`src/rtl/coin_pkg.sv`:
```
// Shared coin definitions for the payout and acceptor paths: coin values,
// the payout state encoding and the one-hot coin selection type.
package coin_pkg;

  typedef enum logic [1:0] {
    ST_IDLE   = 2'd0,
    ST_SELECT = 2'd1,
    ST_EJECT  = 2'd2,
    ST_DONE   = 2'd3
  } state_t;

  localparam logic [6:0] VAL_D = 7'd100;
  localparam logic [6:0] VAL_Q = 7'd25;
  localparam logic [6:0] VAL_I = 7'd10;
  localparam logic [6:0] VAL_N = 7'd5;

  // One bit per coin, at most one set.
  typedef struct packed {
    logic d;
    logic q;
    logic i;
    logic n;
  } coin_sel_t;

  function automatic logic [6:0] coin_value(input coin_sel_t sel);
    logic [6:0] v;
    v = 7'd0;
    if (sel.d)      v = VAL_D;
    else if (sel.q) v = VAL_Q;
    else if (sel.i) v = VAL_I;
    else if (sel.n) v = VAL_N;
    return v;
  endfunction

endpackage

```
`src/rtl/coin_select.sv`:
```
// Combinational greedy picker: the largest coin that fits the remainder
// and whose tube still has stock; all-zero selection when nothing fits.
module coin_select
  import coin_pkg::*;
(
  input  logic [6:0] rem,
  input  logic       d_empty,
  input  logic       q_empty,
  input  logic       i_empty,
  input  logic       n_empty,
  output coin_sel_t  sel,
  output logic [6:0] value
);

  always_comb begin
    sel = '0;
    if (rem >= VAL_D && !d_empty)      sel.d = 1'b1;
    else if (rem >= VAL_Q && !q_empty) sel.q = 1'b1;
    else if (rem >= VAL_I && !i_empty) sel.i = 1'b1;
    else if (rem >= VAL_N && !n_empty) sel.n = 1'b1;
    value = coin_value(sel);
  end

endmodule

```
`src/rtl/coin_change_dispenser.sv`:
```
// Change payout: pays a latched amount as greedy coins, one eject strobe at
// a time, reporting done, shortfall and hopper jam.
module coin_change_dispenser
  import coin_pkg::*;
#(
  parameter int TIMEOUT = 255,
  parameter int TW      = 8
) (
  input  logic       clk,
  input  logic       R,
  input  logic       start,
  input  logic [6:0] amount,
  input  logic       D_e,
  input  logic       Q_e,
  input  logic       I_e,
  input  logic       N_e,
  input  logic       coin_ack,
  output logic       D_o,
  output logic       Q_o,
  output logic       I_o,
  output logic       N_o,
  output logic       busy,
  output logic       done,
  output logic       short,
  output logic       jam,
  output logic [6:0] Remaining
);

  localparam logic [TW-1:0] TIMEOUT_CNT = TW'(TIMEOUT);

  // Hopper handshake: a strobe rises on entry to EJECT and is held until the
  // edge on which coin_ack is seen (coin paid) or the timer hits TIMEOUT
  // (jam); coin_ack in any other state is ignored.
  state_t        state_q, state_d;
  logic [6:0]    rem_q, rem_d;
  logic [6:0]    val_q, val_d;
  logic [TW-1:0] timer_q, timer_d;
  coin_sel_t     strobe_q, strobe_d;
  logic          short_q, short_d;
  logic          jam_q, jam_d;
  logic          busy_q, done_q;

  coin_sel_t     pick;
  logic [6:0]    pick_value;

  coin_select u_select (
    .rem     (rem_q),
    .d_empty (D_e),
    .q_empty (Q_e),
    .i_empty (I_e),
    .n_empty (N_e),
    .sel     (pick),
    .value   (pick_value)
  );

  always_ff @(posedge clk or posedge R) begin
    if (R) begin
      state_q  <= ST_IDLE;
      rem_q    <= '0;
      val_q    <= '0;
      timer_q  <= '0;
      strobe_q <= '0;
      short_q  <= 1'b0;
      jam_q    <= 1'b0;
      busy_q   <= 1'b0;
      done_q   <= 1'b0;
    end else begin
      state_q  <= state_d;
      rem_q    <= rem_d;
      val_q    <= val_d;
      timer_q  <= timer_d;
      strobe_q <= strobe_d;
      short_q  <= short_d;
      jam_q    <= jam_d;
      busy_q   <= (state_d != ST_IDLE);
      done_q   <= (state_d == ST_DONE);
    end
  end

  always_comb begin
    state_d  = state_q;
    rem_d    = rem_q;
    val_d    = val_q;
    timer_d  = timer_q;
    strobe_d = strobe_q;
    short_d  = short_q;
    jam_d    = jam_q;
    case (state_q)
      ST_IDLE: begin
        if (start) begin
          rem_d   = amount;
          short_d = 1'b0;
          jam_d   = 1'b0;
          state_d = ST_SELECT;
        end
      end
      ST_SELECT: begin
        if (rem_q == 7'd0) begin
          state_d = ST_DONE;
        end else if (pick == '0) begin
          short_d = 1'b1;
          state_d = ST_DONE;
        end else begin
          strobe_d = pick;
          val_d    = pick_value;
          timer_d  = '0;
          state_d  = ST_EJECT;
        end
      end
      ST_EJECT: begin
        if (coin_ack) begin
          strobe_d = '0;
          rem_d    = rem_q - val_q;
          state_d  = ST_SELECT;
        end else if (timer_q == TIMEOUT_CNT) begin
          strobe_d = '0;
          jam_d    = 1'b1;
          state_d  = ST_DONE;
        end else begin
          timer_d = timer_q + 1'b1;
        end
      end
      ST_DONE: state_d = ST_IDLE;
      default: state_d = ST_IDLE;
    endcase
  end

  assign D_o       = strobe_q.d;
  assign Q_o       = strobe_q.q;
  assign I_o       = strobe_q.i;
  assign N_o       = strobe_q.n;
  assign busy      = busy_q;
  assign done      = done_q;
  assign short     = short_q;
  assign jam       = jam_q;
  assign Remaining = rem_q;

endmodule
```
`config.mk`:
```
export PLATFORM = sky130hd
export DESIGN_NAME = coin_change_dispenser
export DESIGN_NICKNAME = d
export VERILOG_FILES = /design/src/rtl/coin_pkg.sv /design/src/rtl/coin_select.sv /design/src/rtl/coin_change_dispenser.sv
export SDC_FILE = /design/constraint.sdc
export NUM_CORES = 1
export LEC_CHECK = 0
export BUFFER_PORTS_ARGS = -buffer_cell sky130_fd_sc_hd__buf_4
export CAP_MARGIN = 10
export CORE_MARGIN = 2
export CORE_UTILIZATION = 35
export CTS_CLUSTER_SIZE = 40
export DETAILED_ROUTE_END_ITERATION = 12
export HOLD_SLACK_MARGIN = 0.08
export PLACE_DENSITY = 0.63
export REMOVE_ABC_BUFFERS = 1
export SKIP_LAST_GASP = 1
export SLEW_MARGIN = 20
export SYNTH_ARGS = -nofsm -noshare
export SYNTH_HDL_FRONTEND = slang
export SYNTH_SLANG_ARGS = --single-unit
```
`constraint.sdc`:
```
create_clock -name clk -period 1.9 [get_ports clk]
set_clock_uncertainty 0.1 [all_clocks]
set_input_delay 0 -clock clk [delete_from_list [all_inputs] [get_ports clk]]
set_output_delay 0 -clock clk [all_outputs]
set_load 0.02 [all_outputs]
```
==> flow_summary.ini, run 1 <==
[min_path]
worstHoldStart = N_e
hp-class = input pin to flip-flop
hold_path_depth = 5
holdPathEnd = N_o$_DFFE_PP0P_

[logic_synthesis]
synth-simple-area-share = 0.236
synthMuxAreaShare = 0.0107
synth_top_family_by_area = simple AND/OR/NAND/NOR gates
synth_area_leaders = dfrtp_1 (41%), nor2_1 (5.6%), ha_1 (4.7%)
post-synth-top-area-cell = dfrtp_1
synth_edf_count = 0
synth_compound_area_frac = 0.219
ys_seq_elements = 31
syn_area_um2 = 1870
synth.yosys.seq_area_share = 0.414
synth_ff_type = dfrtp_1
synth_area_per_cell_um2 = 9.31
netlist_instances = 201
yosys_warnings = 0
synth_top_cell_area_share = 0.414
yosys.area_share.xor_xnor = 0.0187
synthAdderAreaFrac = 0.0575
postSynth.asyncResetShare = 1.00
ys_types = 54

[global_routing]
grt_antenna_before_repair = 0
grt_overflow_total = 0
track_usage = 0.170
use_met1 = 0.223
met3_usage = 0.0329
grt_max_degree = 32
grt_pass1_vias = 1723
grt_pass1_wl_um = 8050
use_met2 = 0.277
grt.busiest_layer = met2

[setup_path]
critPathBufInv = 1
r2r_end = Remaining[6]$_DFFE_PP0P_
cpMostUsedCell = o31a_1
required_ns = 1.97
crit_path_cell_trace = inv_2 -> ha_4 -> fa_2 -> nor2b_2 -> o2111a_1 -> o31a_1 -> o31a_1 -> o221a_2
arrival_ns = 2.16
cp-startpoint = Remaining[0]$_DFFE_PP0P_
cp-start-kind = flip-flop
crit_type = flip-flop to flip-flop
r2r-start = Remaining[0]$_DFFE_PP0P_
crit_fanout = 2
critPathTopFamily = compound AO/OA/AOI/OAI gates
r2r_setup_slack_ns = -0.20
cp_slowest_cell = dfrtp_1
cp_slowest_stage_delay_ns = 0.39
end_kind = flip-flop
r2r_cells = 8

[die]
io-pin-count = 30
rows = 26
core_um2 = 5140
start_util = 0.364
die_x_um = 77.1
die_area_um2 = 5950
die_h_um = 77.1

[final_layout]
area_delta_synth_final_pct = 50.3
fin_cells = 351
diodes = 0
fill_cells = 475
finalInstanceArea_um2 = 2810
nets = 303
drive_gt1_frac = 0.399

[routing]
vias = 1774
drc = 0
drtIter0Drc = 69
drt-vias-per-instance = 5.05
dr.pass1.iters = 4
ant_nets = 0
wire_per_inst_um = 13.6
finalWirelength_um = 4760

[clock_tree]
root_buffer = clkbuf_8
cts_tree = done
clock_sinks = 31
path_clk_slew_ns = 0.07
clk_latency_ns = 0.28
cts_buffers = 5
cts_buffer_depth = 2
h-tree-depth = 2

[timing]
hold_viol = 0
tightest_slew_ns = 0.412
relSlewSlack = 0.726
min_period_over_period = 1.10
setup_viol = 5
whs_ns = 0.183
max_freq_mhz = 477
worst_slack_ns = -0.197
fin_crit_ns = 2.10
rsz0062_at_grt = yes
slew_viol_final = 0

[run_status]
violations = setup timing
outcome = finished with violations

[place]
io_buffers = 29
globalplace.congestion = 0.831
dp_cells = 323
place_hpwl_um = 3340
place_area_um2 = 2360
place_ws_ns = -0.250

[power]
peakVddDrop_mv = 0.629
leakagePower_nw = 1.25
power_density_nw_per_um2 = 1610

[flow_run]
cap_violations = 0
-- synth_stat cells, types with 3 or more instances --
cell       n
dfrtp_1   31
clkbuf_1   3
nand2b_1   3
nor4_1     4
inv_1     12
xnor2_1    4
o21ai_0   11
nand2_1   12
o31a_1     3
nor2b_1    4
nor3_1     6
nor2_1    28
o21a_1     4
nand4_1    3
nand3_1    9
ha_1       7
a21oi_1   14
-- metrics by stage --
stage	utilization	power, mW	TNS, ns
after CTS	0.505	4.17	-0.315
after floorplan	-	2.55	-0.509
final	0.547	4.52	-0.269
after global placement	0.459	3.49	-0.328
after detailed placement	0.459	3.54	-0.464
after global routing	0.547	4.92	-1.32
-- final cells by class --
class                           instances  area [µm²]  area share
Clock inverter                          1        5.00     0.00178
Multi-Input combinational cell        152        1180       0.419
Inverter                               12        45.0      0.0160
Clock buffer                            7        76.3      0.0271
Timing Repair Buffer                   78         643       0.229
Sequential cell                        31         776       0.276
Tap cell                               70        87.6      0.0311
-- power by group --
part           switching, mW  total (mW)  leakage [nW]  internal, mW
registers              0.222        1.11         0.392         0.891
logic                   1.47        2.91         0.811          1.44
clock network          0.248       0.505        0.0422         0.257
-- metal layers --
metal / share of wire / wire length (µm)
met5: 0 / 0
met4: 0.012 / 55
met2: 0.49 / 2350
met3: 0.027 / 128
met1: 0.47 / 2220
-- cells in the final DEF, fill, tap and decap left out, types with 5 or more instances in the layout --
cell type	instances
dfrtp_1	31
inv_1	11
nand3_1	7
o21ai_2	5
nor3_1	5
nand2_1	11
clkbuf_8	5
a21oi_1	12
ha_1	5
buf_4	61
dlygate4sd3_1	12
nor2_1	27
o21ai_0	6
-- kinds of logic (layout without fill, tap and decap cells) --
family	Yosys count	in the layout
flops	31	31
buf+inv	18	98
xor+xnor	4	4
fa+ha+maj	8	8
simple gates	83	83
mux	2	2
compound gates	55	55
-- sequential cells by signal, indices dropped and copies added (netlist names) --
signal and flops:
done 1, busy 1, state_q 2, short 1, Q_o 1, val_q 6
I_o 1, Remaining 7, D_o 1, timer_q 8, N_o 1, jam 1
-- worst min-delay path: stages --
cell and delay, ns:
buf_4 0.09, a21oi_4 0.05, buf_4 0.15, a22oi_1 0.17
a21oi_2 0.05
-- worst max path at each step --
stage / endpoint / cells past startpoint
2_1_floorplan: Remaining[6]$_DFFE_PP0P_ / 8
5_1_grt: Remaining[6]$_DFFE_PP0P_ / 8
3_5_place_dp: Remaining[6]$_DFFE_PP0P_ / 8
6_report: Remaining[6]$_DFFE_PP0P_ / 8
4_1_cts: Remaining[6]$_DFFE_PP0P_ / 8
3_3_place_gp: Remaining[6]$_DFFE_PP0P_ / 8
-- repair_timing --
action,4_1_cts,5_1_grt
endpoints found under the hold margin,48,0
endpoints found under the setup margin,10,21
hold buffers,12,0
pin swaps,4,17
gates resized for setup,7,34
setup buffers,0,9
(Power assumes the default switching activity.)
==> run 2, diff against run 1 <==
GPL_TIMING_DRIVEN = 0   (was not set)
==> run 2 against run 1 <==
Against the previous run:
- the flow still finishes with violations (setup timing)
- via count decreased by 6.6%
- core utilization decreased by 4.6 points
- non-clock buffer count decreased by 21
- die area unchanged
- cell count decreased by 6.3%
- wire length decreased by 6.9%
- fmax increased by 0.25%
- worst setup slack improved by 0.0053 ns
- highest routed layer unchanged
==> flow_summary.ini, run 2 (synthesis results as in run 1) <==
[final_layout]
fin_cells = 329
nets = 282
top_register = timer_q
final_cell_mix = buf_4 (42), dfrtp_1 (27), nor2_1 (27)
final_common_cell = buf_4
drive_gt1_frac = 0.320
area_delta_synth_final_pct = 37.5
largest_register_ffs = 8
fill_cells = 490
diodes = 0

[run_status]
outcome = finished with violations
violations = setup timing

[global_routing]
grt_overflow_total = 0
grt_max_degree = 32
grt_pass1_vias = 1506
grt_pass1_wl_um = 7180
grt_antenna_before_repair = 0
track_usage = 0.153

[timing]
setup_viol = 10
tightest_slew_ns = 0.664
slew_viol_final = 0
min_period_over_period = 1.10
fin_crit_ns = 2.09
worst_slack_ns = -0.192
hold_viol = 0
rsz0062_at_grt = yes
max_freq_mhz = 478
relSlewSlack = 0.557

[setup_path]
arrival_ns = 2.17
crit_type = flip-flop to flip-flop
required_ns = 1.97
crit_path_end = Remaining[6]$_DFFE_PP0P_
cp-start-kind = flip-flop
crit_fanout = 2
end_kind = flip-flop
r2r_setup_slack_ns = -0.19
r2r-start = Remaining[0]$_DFFE_PP0P_
r2r_end = Remaining[6]$_DFFE_PP0P_
cp-startpoint = Remaining[0]$_DFFE_PP0P_
r2r_cells = 8

[die]
die_x_um = 77.1
io-pin-count = 30
die_h_um = 77.1
core_um2 = 5140
rows = 26
die_area_um2 = 5950
start_util = 0.364

[place]
place_hpwl_um = 2870
globalplace.congestion = 0.796
dp_cells = 294
io_buffers = 29

[routing]
ant_nets = 0
finalWirelength_um = 4430
drtIter0Drc = 100
drc = 0
dr.pass1.iters = 4
wire_per_inst_um = 13.5
vias = 1657
drt-vias-per-instance = 5.04

[flow_run]
cap_violations = 0

[power]
p_int_mw = 2.31
leakagePower_nw = 1.11
switching_share = 0.432
p_seq_frac = 0.296
peakVddDrop_mv = 0.529
pwr-share-clk = 0.130
total_power_mw = 4.07
power_frac_comb = 0.574
power_switching_mw = 1.76
power_density_nw_per_um2 = 1580

[clock_tree]
clk_latency_ns = 0.29
cts_tree = done
cts_buffer_depth = 2
cts_buffers = 5
path_clk_slew_ns = 0.06
clock_sinks = 31
root_buffer = clkbuf_8
h-tree-depth = 2

[min_path]
hp-class = input pin to async pin
run 2: cell count changes in the layout (fill, tap and decap cells not counted), moves of 4 or more:
cell,before,now
o21ai_0,6,11
dfrtp_1,31,27
o21ai_2,5,0
dfrtp_2,0,4
buf_4,61,42
buf_6,4,0
run 2: power groups by stage:
stage	Clock (mW)	Sequential, mW	Combinational, mW
CTS	0.546	1.20	2.18
floorplan	0	1.31	1.24
finish	0.530	1.21	2.33
global placement	0	1.23	1.85
global route	0.586	1.25	2.59
detailed placement	0	1.23	1.87
run 2: worst max-delay path, cell delays in order (launching register included):
cell and delay (ns):
dfrtp_2 0.41, inv_2 0.06, ha_4 0.13, fa_2 0.22
nor2b_4 0.05, o2111a_1 0.24, o31a_1 0.25, o31a_1 0.28
o221a_2 0.24
run 2: per-layer routing:
metal | share of wire | track usage | vias up
met5 | 0 | 0 | -
met4 | 0.012 | 0.0446 | 0
met3 | 0.033 | 0.0494 | 5
met2 | 0.48 | 0.230 | 24
met1 | 0.48 | 0.211 | 782
li1 | - | - | 846
run 2: area by class of cell:
class	instances	area, µm²	area share
multi-input combinational	152	1100	0.426
sequential	31	781	0.303
timing repair buffer	57	475	0.185
tap	70	87.6	0.0340
clock buffer	6	82.6	0.0321
inverter	12	45.0	0.0175
clock inverter	1	5.00	0.00194
run 2: metrics by stage:
stage	setup slack (ns)	TNS, ns	util	hold WS, ns	instance area (µm²)
2_1_floorplan	-0.374	-0.509	-	0.00351	1830
3_3_place_gp	-0.426	-0.956	0.416	0.151	2140
3_5_place_dp	-0.447	-1.16	0.416	0.0501	2140
4_1_cts	-0.191	-0.474	0.482	0.292	2480
5_1_grt	-0.261	-2.00	0.501	0.340	2570
6_report	-0.192	-0.523	0.501	0.269	2570
run 2: what timing repair did:
| item | 4_1_cts | 5_1_grt |
|---|---|---|
| setup endpoints to repair | 14 | 21 |
| setup buffers | 9 | 5 |
| endpoints found under the hold margin | 51 | 0 |
| gates resized for setup | 13 | 8 |
| pin swaps | 7 | 5 |
| hold buffers | 14 | 0 |
run 2: how the worst min path moves through the flow:
| stage | startpoint | to | depth (start not counted) | slack [ns] |
|---|---|---|---|---|
| finish | R | I_o$_DFFE_PP0P_ | 3 | 0.27 |
| global route | R | I_o$_DFFE_PP0P_ | 3 | 0.34 |
| CTS | R | val_q[1]$_DFFE_PP0P_ | 3 | 0.29 |
| detailed placement | R | N_o$_DFFE_PP0P_ | 2 | 0.05 |
| global placement | amount[5] | Remaining[5]$_DFFE_PP0P_ | 3 | 0.15 |
| floorplan | R | D_o$_DFFE_PP0P_ | 1 | 0.004 |
